**config.mk**
```make
export PLATFORM = sky130hd
export DESIGN_NAME = spike_rate_decoder_flat
export DESIGN_NICKNAME = d
export VERILOG_FILES = /design/src/rtl/snn_pkg.sv /design/src/rtl/spike_rate_decoder_if.sv /design/src/rtl/spike_counter_sat.sv /design/src/rtl/spike_rate_decoder.sv /design/src/flat_wrapper.sv
export SDC_FILE = /design/constraint.sdc
export NUM_CORES = 1
export LEC_CHECK = 0
export BUFFER_PORTS_ARGS = -buffer_cell sky130_fd_sc_hd__buf_2
export CAP_MARGIN = 10
export CORE_ASPECT_RATIO = 0.9
export CORE_UTILIZATION = 50
export CTS_CLUSTER_DIAMETER = 150
export CTS_CLUSTER_SIZE = 24
export DETAILED_ROUTE_END_ITERATION = 12
export PLACE_DENSITY_LB_ADDON = 0.1
export SLEW_MARGIN = 20
export SYNTH_ARGS = -nofsm -noshare
export SYNTH_HDL_FRONTEND = slang
export SYNTH_HIERARCHICAL = 1
export SYNTH_SLANG_ARGS = --single-unit
```
**constraint.sdc**
```tcl
create_clock -name clk -period 2.9 [get_ports clk]
set_input_delay 0.58 -clock clk [delete_from_list [all_inputs] [get_ports clk]]
set_output_delay 0.58 -clock clk [all_outputs]
set_load 0.02 [all_outputs]
```
**src/rtl/snn_pkg.sv**
```systemverilog
// ---------------------------------------------------------------------------
// snn_pkg
// Shared types and helpers for the spiking-network readout blocks.
//   decoder_state_t : state encoding of the spike-rate decoder FSM
//   idx_width(n)    : width of an index into n channels, never below 1
// ---------------------------------------------------------------------------
package snn_pkg;

  typedef enum logic [1:0] {
    IDLE   = 2'd0,
    COUNT  = 2'd1,
    ARGMAX = 2'd2,
    DONE   = 2'd3
  } decoder_state_t;

  function automatic int idx_width(input int n);
    return (n > 1) ? $clog2(n) : 1;
  endfunction

endpackage

```
**src/rtl/spike_rate_decoder_if.sv**
```systemverilog
// ---------------------------------------------------------------------------
// spike_rate_decoder_if
// Bundles the spike inputs, the window request and the result handshake of
// the spike-rate decoder.
//   slave  : the decoder side (takes spikes/start/window/ready, drives result)
//   master : the controller/consumer side
// Signals:
//   spike_in[N_OUTPUT]    per-neuron spike pulses from the network
//   start, window_len     window request, window length in cycles
//   busy                  decoder counting or scanning
//   result_valid/ready    result handshake
//   winner_idx/count, tie classification result
//   spike_count[N_OUTPUT] per-channel spike counts
// ---------------------------------------------------------------------------
interface spike_rate_decoder_if #(
  parameter int N_OUTPUT  = 3,
  parameter int CNT_WIDTH = 16,
  parameter int WIN_WIDTH = 16
);
  import snn_pkg::*;

  localparam int IDX_W = idx_width(N_OUTPUT);

  logic                 spike_in     [N_OUTPUT];
  logic                 start;
  logic [WIN_WIDTH-1:0] window_len;
  logic                 busy;
  logic                 result_valid;
  logic                 result_ready;
  logic [IDX_W-1:0]     winner_idx;
  logic [CNT_WIDTH-1:0] winner_count;
  logic                 tie;
  logic [CNT_WIDTH-1:0] spike_count  [N_OUTPUT];

  modport slave (
    input  spike_in, start, window_len, result_ready,
    output busy, result_valid, winner_idx, winner_count, tie, spike_count
  );

  modport master (
    output spike_in, start, window_len, result_ready,
    input  busy, result_valid, winner_idx, winner_count, tie, spike_count
  );

endinterface

```
**src/rtl/spike_counter_sat.sv**
```systemverilog
// ---------------------------------------------------------------------------
// spike_counter_sat
// Per-channel saturating up-counter. Clear has priority over enable; once the
// count reaches all-ones it holds there instead of wrapping.
// Ports:
//   clk, rst : clock, synchronous active-high reset
//   clr_i    : zero the count
//   en_i     : count one event this cycle
//   cnt_o    : current count
// ---------------------------------------------------------------------------
module spike_counter_sat #(
  parameter int CNT_WIDTH = 16
) (
  input  logic                 clk,
  input  logic                 rst,
  input  logic                 clr_i,
  input  logic                 en_i,
  output logic [CNT_WIDTH-1:0] cnt_o
);

  logic [CNT_WIDTH-1:0] cnt_q;
  logic [CNT_WIDTH-1:0] cnt_d;

  always_comb begin
    cnt_d = cnt_q;
    if (clr_i) begin
      cnt_d = '0;
    end else if (en_i && (cnt_q != '1)) begin
      cnt_d = cnt_q + 1'b1;
    end
  end

  always_ff @(posedge clk) begin
    if (rst) begin
      cnt_q <= '0;
    end else begin
      cnt_q <= cnt_d;
    end
  end

  assign cnt_o = cnt_q;

endmodule

```
**src/rtl/spike_rate_decoder.sv**
```systemverilog
// ---------------------------------------------------------------------------
// spike_rate_decoder
// Counts spikes per output neuron over a programmable window, then picks the
// neuron with the highest count by scanning one channel per cycle, and offers
// the winner on a valid/ready handshake.
// Ports:
//   clk  : rising-edge clock
//   rst  : synchronous active-high reset, wins in every state
//   bus  : spike_rate_decoder_if.slave (spikes, window request, result)
//
// state  | meaning
// -------+---------------------------------------------------------------
// IDLE   | waiting for start; previous result and counts still readable
// COUNT  | sampling spike_in for window_len edges
// ARGMAX | scanning channels 0..N_OUTPUT-1, one per edge
// DONE   | result_valid high, result held until result_ready
// ---------------------------------------------------------------------------
module spike_rate_decoder
  import snn_pkg::*;
#(
  parameter int N_OUTPUT  = 3,
  parameter int CNT_WIDTH = 16,
  parameter int WIN_WIDTH = 16
) (
  input  logic                  clk,
  input  logic                  rst,
  spike_rate_decoder_if.slave   bus
);

  localparam int IDX_W = idx_width(N_OUTPUT);
  localparam logic [IDX_W-1:0] LAST_IDX = IDX_W'(N_OUTPUT - 1);

  decoder_state_t       state_q;
  logic [WIN_WIDTH-1:0] rem_q;
  logic [IDX_W-1:0]     scan_q;
  logic [IDX_W-1:0]     best_idx_q;
  logic [CNT_WIDTH-1:0] best_cnt_q;
  logic                 tie_q;
  logic                 busy_q;
  logic                 valid_q;

  logic [CNT_WIDTH-1:0] cnt [N_OUTPUT];
  logic [CNT_WIDTH-1:0] scan_cnt;
  logic                 clr_cnt;

  // Counts are cleared by the accepted start so the window begins from zero.
  assign clr_cnt = (state_q == IDLE) && bus.start;

  for (genvar g = 0; g < N_OUTPUT; g++) begin : g_chan
    spike_counter_sat #(
      .CNT_WIDTH (CNT_WIDTH)
    ) u_cnt (
      .clk   (clk),
      .rst   (rst),
      .clr_i (clr_cnt),
      .en_i  ((state_q == COUNT) && bus.spike_in[g]),
      .cnt_o (cnt[g])
    );
    assign bus.spike_count[g] = cnt[g];
  end

  // Mux of the channel under scan; written as a compare loop so index values
  // beyond N_OUTPUT-1 (non power-of-two channel counts) select nothing.
  always_comb begin
    scan_cnt = '0;
    for (int i = 0; i < N_OUTPUT; i++) begin
      if (scan_q == IDX_W'(i)) begin
        scan_cnt = cnt[i];
      end
    end
  end

  always_ff @(posedge clk) begin
    if (rst) begin
      state_q    <= IDLE;
      rem_q      <= '0;
      scan_q     <= '0;
      best_idx_q <= '0;
      best_cnt_q <= '0;
      tie_q      <= 1'b0;
      busy_q     <= 1'b0;
      valid_q    <= 1'b0;
    end else begin
      case (state_q)
        IDLE: begin
          if (bus.start) begin
            rem_q      <= bus.window_len;
            scan_q     <= '0;
            best_idx_q <= '0;
            best_cnt_q <= '0;
            tie_q      <= 1'b0;
            busy_q     <= 1'b1;
            if (bus.window_len == '0) begin
              state_q <= ARGMAX;
            end else begin
              state_q <= COUNT;
            end
          end
        end

        COUNT: begin
          // The edge that sees rem_q==1 is the last sampled edge of the window.
          rem_q <= rem_q - 1'b1;
          if (rem_q == WIN_WIDTH'(1)) begin
            state_q <= ARGMAX;
          end
        end

        ARGMAX: begin
          if (scan_q == '0) begin
            best_idx_q <= '0;
            best_cnt_q <= scan_cnt;
            tie_q      <= 1'b0;
          end else if (scan_cnt > best_cnt_q) begin
            best_idx_q <= scan_q;
            best_cnt_q <= scan_cnt;
            tie_q      <= 1'b0;
          end else if (scan_cnt == best_cnt_q) begin
            // Lower index already holds the best; only flag the tie.
            tie_q <= 1'b1;
          end

          if (scan_q == LAST_IDX) begin
            scan_q  <= '0;
            busy_q  <= 1'b0;
            valid_q <= 1'b1;
            state_q <= DONE;
          end else begin
            scan_q <= scan_q + 1'b1;
          end
        end

        DONE: begin
          if (bus.result_ready) begin
            valid_q <= 1'b0;
            state_q <= IDLE;
          end
        end

        default: begin
          state_q <= IDLE;
          busy_q  <= 1'b0;
          valid_q <= 1'b0;
        end
      endcase
    end
  end

  assign bus.busy         = busy_q;
  assign bus.result_valid = valid_q;
  assign bus.winner_idx   = best_idx_q;
  assign bus.winner_count = best_cnt_q;
  assign bus.tie          = tie_q;

endmodule

```
**src/flat_wrapper.sv**
```systemverilog
// flat-port wrapper written by rule: the top's interface ports become plain ports
module spike_rate_decoder_flat import snn_pkg::*;
#(
  parameter int N_OUTPUT  = 3,
  parameter int CNT_WIDTH = 16,
  parameter int WIN_WIDTH = 16
)
  (clk, rst, bus_spike_in, bus_start, bus_window_len, bus_result_ready, bus_busy, bus_result_valid, bus_winner_idx, bus_winner_count, bus_tie, bus_spike_count);
  spike_rate_decoder_if #(.N_OUTPUT(N_OUTPUT), .CNT_WIDTH(CNT_WIDTH), .WIN_WIDTH(WIN_WIDTH)) bus_i ();
  input  logic clk;
  input  logic rst;
  input wire logic [$bits(bus_i.spike_in)-1:0] bus_spike_in;
  input wire logic [$bits(bus_i.start)-1:0] bus_start;
  input wire logic [$bits(bus_i.window_len)-1:0] bus_window_len;
  input wire logic [$bits(bus_i.result_ready)-1:0] bus_result_ready;
  output wire logic [$bits(bus_i.busy)-1:0] bus_busy;
  output wire logic [$bits(bus_i.result_valid)-1:0] bus_result_valid;
  output wire logic [$bits(bus_i.winner_idx)-1:0] bus_winner_idx;
  output wire logic [$bits(bus_i.winner_count)-1:0] bus_winner_count;
  output wire logic [$bits(bus_i.tie)-1:0] bus_tie;
  output wire logic [$bits(bus_i.spike_count)-1:0] bus_spike_count;
  assign bus_i.spike_in = {>>{bus_spike_in}};
  assign bus_i.start = bus_start;
  assign bus_i.window_len = bus_window_len;
  assign bus_i.result_ready = bus_result_ready;
  assign bus_busy = bus_i.busy;
  assign bus_result_valid = bus_i.result_valid;
  assign bus_winner_idx = bus_i.winner_idx;
  assign bus_winner_count = bus_i.winner_count;
  assign bus_tie = bus_i.tie;
  assign bus_spike_count = {>>{bus_i.spike_count}};
  spike_rate_decoder #(.N_OUTPUT(N_OUTPUT), .CNT_WIDTH(CNT_WIDTH), .WIN_WIDTH(WIN_WIDTH)) u_core (.clk(clk), .rst(rst), .bus(bus_i));
endmodule
```
# After elaboration in Yosys (flattened, before gate mapping)
# Index checks and enable logic that the tools add are counted.
[totals]
out_inout_bits = 69
regBits = 89
input_bits = 23
wordCells = 86
[op_classes]
n_reduce_logical = 21
order_cmp = 1
n_addsub = 5
n_eq_ne = 16
n_mux = 32
[ops]
columns = ["operator", "n"]
rows = [
  ["2-to-1 mux 16 bit", 7],
  ["one-hot mux 16 bit (2 select lines)", 2],
  ["adder 16 x 1 -> 16 bit (second input constant)", 3],
  ["!= test 16 bit (second input constant)", 3],
  ["2-to-1 mux 2 bit", 9],
  ["== test 16 x 1 -> 1 bit (second input constant)", 1],
  ["== test 16 bit", 1],
  ["> comparator 16 bit", 1],
  ["logical NOT 16 bit", 1],
  ["subtractor 16 x 1 -> 16 bit (second input constant)", 1],
  ["AND reduction 3 bit", 4],
  ["2-to-1 mux 1 bit", 8],
  ["one-hot mux 2 bit (2 select lines)", 2],
  ["one-hot mux 2 bit (4 select lines)", 1],
  ["logical AND 1 bit", 7],
  ["== test 2 bit (second input constant)", 3],
  ["!= test 2 bit (second input constant)", 3],
  ["one-hot mux 1 bit (2 select lines)", 3],
  ["nonzero test 2 bit", 3],
  ["== test 2 x 1 -> 1 bit (second input constant)", 2],
  ["logical NOT 2 bit", 2],
  ["!= test 4 x 1 -> 1 bit (second input constant)", 1],
  ["AND reduction 2 bit", 2],
  ["AND reduction 4 bit", 1],
  ["other kinds (4)", 4],
]

# Depth between registers and ports, before layout
[depth]
word_depth = 9
ltp_mapped = 14
depth_no_buf = 10

# Cells and area by module
# The synthesis kept the hierarchy.
[modules_own_cells]
columns = ["mod", "cells_per_inst", "seq_area_each_um2", "area_each_um2", "n_inst"]
rows = [
  ["spike_rate_decoder", 390, 820.8, 2980.4, 1],
  ["spike_counter_sat", 102, 320.3, 917.1, 3],
]

# Least setup slack after synthesis
# OpenSTA, ideal clock, no wires.
[synth_timing]
kind = "register to register"
startpoint = "reg u_core.scan_q[0]"
endpoint = "reg u_core.best_cnt_q[10] (netlist: u_core/bus.winner_count[10])"
path_slack_ns = 0.088
setup_time_ns = 0.118
period_less_slack_ns = 2.812
path_stages_with_launch = 12
path_buffers = 3
t_arrival_ns = 2.694
t_required_ns = 2.782
path_cell_list = "dfxtp_1 > buf_1 > mux2i_1 > o21ai_0 > ha_1 > nand4_2 > nor4_4 > a221oi_2 > or3_1 > buf_6 > buf_12 > mux2i_1"
[synth_via]
elab_chain_len = 7
word_cells_on_any_way = 12
classes_between = "1 x order compare; 3 x eq/ne; 6 x mux; 2 x reduce/logical"
[synth_rtl]
columns = ["element", "line_no", "text"]
rows = [
  ["from (decl)", "spike_rate_decoder.sv:35", "logic [IDX_W-1:0] scan_q;"],
  ["from (signal assigned)", "spike_rate_decoder.sv:129", "scan_q <= scan_q + 1'b1;"],
  ["logical NOT 2 bit", "spike_rate_decoder.sv:67, spike_rate_decoder.sv:110", ""],
  ["2-to-1 mux 16 bit (3 in a row)", "spike_rate_decoder.sv:67", "if (scan_q == IDX_W'(i)) begin"],
  ["> comparator 16 bit or 2-to-1 mux 16 bit (tied branches)", "spike_rate_decoder.sv:114", "end else if (scan_cnt > best_cnt_q) begin"],
  ["!= test 3 x 1 -> 1 bit (no source line) or 2-to-1 mux 16 bit (tied branches)", "--", ""],
  ["AND reduction 3 bit (no source line) or one-hot mux 16 bit (2 select lines) (tied branches)", "--", ""],
  ["to (signal assigned)", "spike_rate_decoder.sv:112", "best_cnt_q <= scan_cnt;"],
  ["to (signal assigned)", "spike_rate_decoder.sv:116", "best_cnt_q <= scan_cnt;"],
  ["to (decl)", "spike_rate_decoder.sv:37", "logic [CNT_WIDTH-1:0] best_cnt_q;"],
]
# Parallel ways exist; a longest one is shown, timed or not. The select of a mux whose other input is x is not followed.
# A chain may end at the register's enable or synchronous reset.

# Worst setup path after layout
[layout_timing]
startpoint = "reg u_core.scan_q[0]"
endpoint = "reg u_core.best_cnt_q[3] (netlist: u_core/bus.winner_count[3])"
# The elaborated chain is that of the path after synthesis.

==> run metrics <==
simple-gate area share of the yosys netlist=28.5%; Core Area=11,000 µm²; CP max-delay cell=sky130_fd_sc_hd__or3_1; deepest level of the CTS H-tree=3; largest buffer count on any clock path=2; total length of routed wires=16,000 µm; Diodes inserted=0; start point of the critical path=u_core/scan_q[0]; clock network latency to the later pin of the worst-skew pair=0.35 ns; area of the die=11,900 µm²; kind of cell with the highest combined delay on the critical path=compound AO/OA/AOI/OAI gates; cell type contributing the most total cell area after synthesis=sky130_fd_sc_hd__dfxtp_1; slew of the pin with the lowest slew margin=0.751 ns; Final Hold Viols=0; result of the run=completed; number of vias in the routed layout=5,564; sequential cell area fraction in the yosys report=31.1%; worst setup timing slack at the placement stage=0.0689 ns; antenna violations before repair=0; CTS tree=built; vias per inst=5.94; net count of the mapped netlist=745; number of DRC violations after detailed routing=0; Final Critical Period=2.78 ns; flip-flop and latch count after synthesis=89; async set-or-reset flop fraction in the synthesized netlist=0%; Buffers & Inverters on Critical Path=2; fin crit share=96.0%; core utilization of the finished layout=60.1%; post-detail-place hpwl=11,800 µm; final setup margin=0.117 ns; number of buffers added to fix hold violations after cts=0; first-pass GRT wire length=25,600 µm; Netlist cell types=64; largest voltage drop on the vdd net=360 µV; Yosys warning count=6; die width=115 µm; sink count of the clock tree=89; worst min-delay path class=reg -> reg; routability congestion estimate=0.935; Std-Cell Rows=36; via count of the first global-routing pass=5,095; setup TNS after final layout=0 ns; number of standard cells in the final layout excluding fillers=937; path type of the worst setup path=reg -> reg; final design area excluding fillers=6600 µm²; setup clock skew after layout=0.00801 ns; largest stage delay on the critical path=0.42 ns; min-delay src=u_core/bus.winner_idx[0]; clock slew seen by the registers of the worst setup and hold paths=0.06 ns; overall die height=104 µm; remaining max-slew budget at the tightest pin=49.7%; power per cell area=627 nW/µm²; required time of the critical path=3.13 ns; mux cell area share after synthesis=9.47%; mean cell area of the mapped netlist=8.24 µm²; main combinational cell family by area after synthesis=simple AND/OR/NAND/NOR gates; placed instance count=922; fraction of the mapped netlist area in compound gates=19.5%; Antenna Nets Post-Route=0; Most Frequent Cell on Critical Path=sky130_fd_sc_hd__mux2i_1; unrepaired setup endpoints after global routing=no; Port-buffer cells=91; critical path startpoint category=register; XOR/XNOR share of the synthesized area=0%; per-cell routed wire length=17.0 µm; area of the mapped netlist=5730 µm²; synthesized instance count=696; endpoint type of the worst setup path=register; clock buffer count from CTS=9; Fmax achieved=359 MHz; aggregate global routing overflow=0; First DRT Iteration DRCs=514; data arrival at the endpoint of the critical path=3.02 ns; area growth from synthesis to layout=15.2%; Maximum Capacitance Violations=0; Initial Util=52.2%; detailed-routing iteration count for the pre-antenna-repair pass=5; net count reported at finish=830; boundary pin count=92; list of cells traversed by the critical path=buf_12, mux2i_1, o21ai_0, ha_1, nand2_1, o21ai_1, a221oi_2, or3_1, buf_6, mux2i_1; share of layout cells above drive strength 1=21.5%; fin. max-slew vios=0; startpoint of the lowest-slack register-to-register path=u_core/scan_q[0]; Final setup violation count=0; top cells by area, synth=sky130_fd_sc_hd__dfxtp_1 31%, sky130_fd_sc_hd__mux2i_1 9.1%, sky130_fd_sc_hd__nand2_1 6.7%; number of enable-type register cells in the synthesized netlist=0; placed cell area=6300 µm²; worst-path fanout max=21; largest net degree at the start of global routing=44; CTS root buf=sky130_fd_sc_hd__clkbuf_16; area share of fa/ha/maj cells after synthesis=5.68%; Yosys top cell area share=31.1%; total track usage=27.5%; dominant register cell in the synthesized netlist=sky130_fd_sc_hd__dfxtp_1; leakage power total=2.69 nW
[sequential cells by signal, summed over array words and instances (netlist names)]
register	flops
u_core/bus.winner_idx	2
u_core/g_chan.u_cnt/cnt_o	48
u_core/bus.busy	1
u_core/bus.result_valid	1
u_core/scan_q	2
u_core/state_q	2
u_core/bus.winner_count	16
u_core/bus.tie	1
u_core/rem_q	16
[report_power, final]
group,internal [W],total [W],switching (W)
logic,0.000582,0.00150,0.000919
registers,0.00133,0.00145,0.000113
clock network,0.000711,0.00119,0.000480
[path summary, 6_finish.rpt]
check / end / slack [ns] / depth (start not counted)
hold / removal: u_core/bus.winner_idx[0] / 0.49 / 2
setup / recovery: u_core/bus.winner_count[3] / 0.12 / 10
setup reg to reg: u_core/bus.winner_count[3] / 0.12 / 10
hold reg to reg: u_core/bus.winner_idx[0] / 0.49 / 2
[layout by cell type (no fill, tap or decap), types with 4 or more instances in the layout]
master                        n
sky130_fd_sc_hd__nand2_1    103
sky130_fd_sc_hd__buf_2       91
sky130_fd_sc_hd__dfxtp_1     89
sky130_fd_sc_hd__mux2i_1     51
sky130_fd_sc_hd__a21oi_1     44
sky130_fd_sc_hd__nor2_1      38
sky130_fd_sc_hd__o21ai_0     37
sky130_fd_sc_hd__inv_1       27
sky130_fd_sc_hd__ha_1        26
sky130_fd_sc_hd__nand2b_1    22
sky130_fd_sc_hd__nand3_1     19
sky130_fd_sc_hd__buf_4       16
sky130_fd_sc_hd__a211oi_1    16
sky130_fd_sc_hd__or3_1       16
sky130_fd_sc_hd__a31oi_1     13
sky130_fd_sc_hd__o21ai_1     12
sky130_fd_sc_hd__nor3_1      12
sky130_fd_sc_hd__nand4_1     10
sky130_fd_sc_hd__clkbuf_16    9
sky130_fd_sc_hd__and2_1       9
sky130_fd_sc_hd__and3_1       9
sky130_fd_sc_hd__or3_2        9
sky130_fd_sc_hd__a22oi_1      6
sky130_fd_sc_hd__and3_4       6
sky130_fd_sc_hd__a2111o_1     6
sky130_fd_sc_hd__and2_2       6
sky130_fd_sc_hd__nor2b_1      4
sky130_fd_sc_hd__o2111ai_1    4
sky130_fd_sc_hd__o31ai_1      4
[logic make-up (layout without fill, tap and decap cells)]
| logic type | Yosys count | in the layout |
|---|---|---|
| AO/OA/AOI/OAI | 171 | 171 |
| buffers and inverters | 63 | 152 |
| multiplexers | 54 | 54 |
| flip-flops | 89 | 89 |
| AND/OR/NAND/NOR | 293 | 293 |
| adder cells (fa/ha/maj) | 26 | 26 |
[worst register-to-register path: cells and delay by family (launching register included)]
kind            cells  cell delay [ns]
mux                 2             0.51
buf+inv             2             0.40
flops               1             0.37
simple gates        2             0.49
compound gates      3             0.54
fa+ha+maj           1             0.34
[cell usage after synthesis, drive strengths merged, types with 2 or more instances]
library cell and n:
dfxtp 89, o22ai 2, nand2 103, nor4 4, a41o 3, o21ai 49
nand4 15, dlygate4sd1 3, inv 28, o31ai 4, mux2 2, o2bb2ai 2
o2111ai 4, mux2i 52, and2 15, ha 26, o221ai 2, nor2b 5
and3 18, a221oi 2, nand3b 2, o2111a 3, or2 3, a21oi 44
nor2 38, a2111o 6, nand4b 2, buf 17, nand3 19, a311oi 3
a22oi 6, nand2b 22, clkbuf 15, nor3 17, or3 25, and4 3
a211oi 19, a21boi 3, a31oi 13
[routing by layer]
| metal | up-vias | GRT usage, % | routed length, µm |
|---|---|---|---|
| li1 | 2712 | - | - |
| met1 | 2632 | 37.5 | 7340 |
| met2 | 200 | 43.0 | 7400 |
| met3 | 20 | 5.97 | 939 |
| met4 | 0 | 8.35 | 267 |
| met5 | - | 0 | 0 |
[what timing repair did]
| action | in CTS | in global routing |
|---|---|---|
| setup endpoints to repair | 0 | 15 |
| buffers inserted | 0 | 0 |
| resized for setup | 0 | 4 |
[area by class of cell]
| type | instances | area, µm² |
|---|---|---|
| clock buffers | 13 | 260 |
| clock inverters | 2 | 37.5 |
| fillers | 1075 | 4390 |
| inverters | 28 | 105 |
| multi-input cells | 544 | 3620 |
| flip-flops and latches | 89 | 1780 |
| well taps | 152 | 190 |
| repair buffers | 109 | 607 |
[through the flow]
stage,hold WS [ns],total power (W)
after floorplan,0.460,0.00262
after global placement,0.461,0.00290
after detailed placement,0.478,0.00295
after CTS,0.491,0.00414
after global routing,0.514,0.00439
final,0.485,0.00414
No activity file was read; power rests on OpenSTA's default activity.
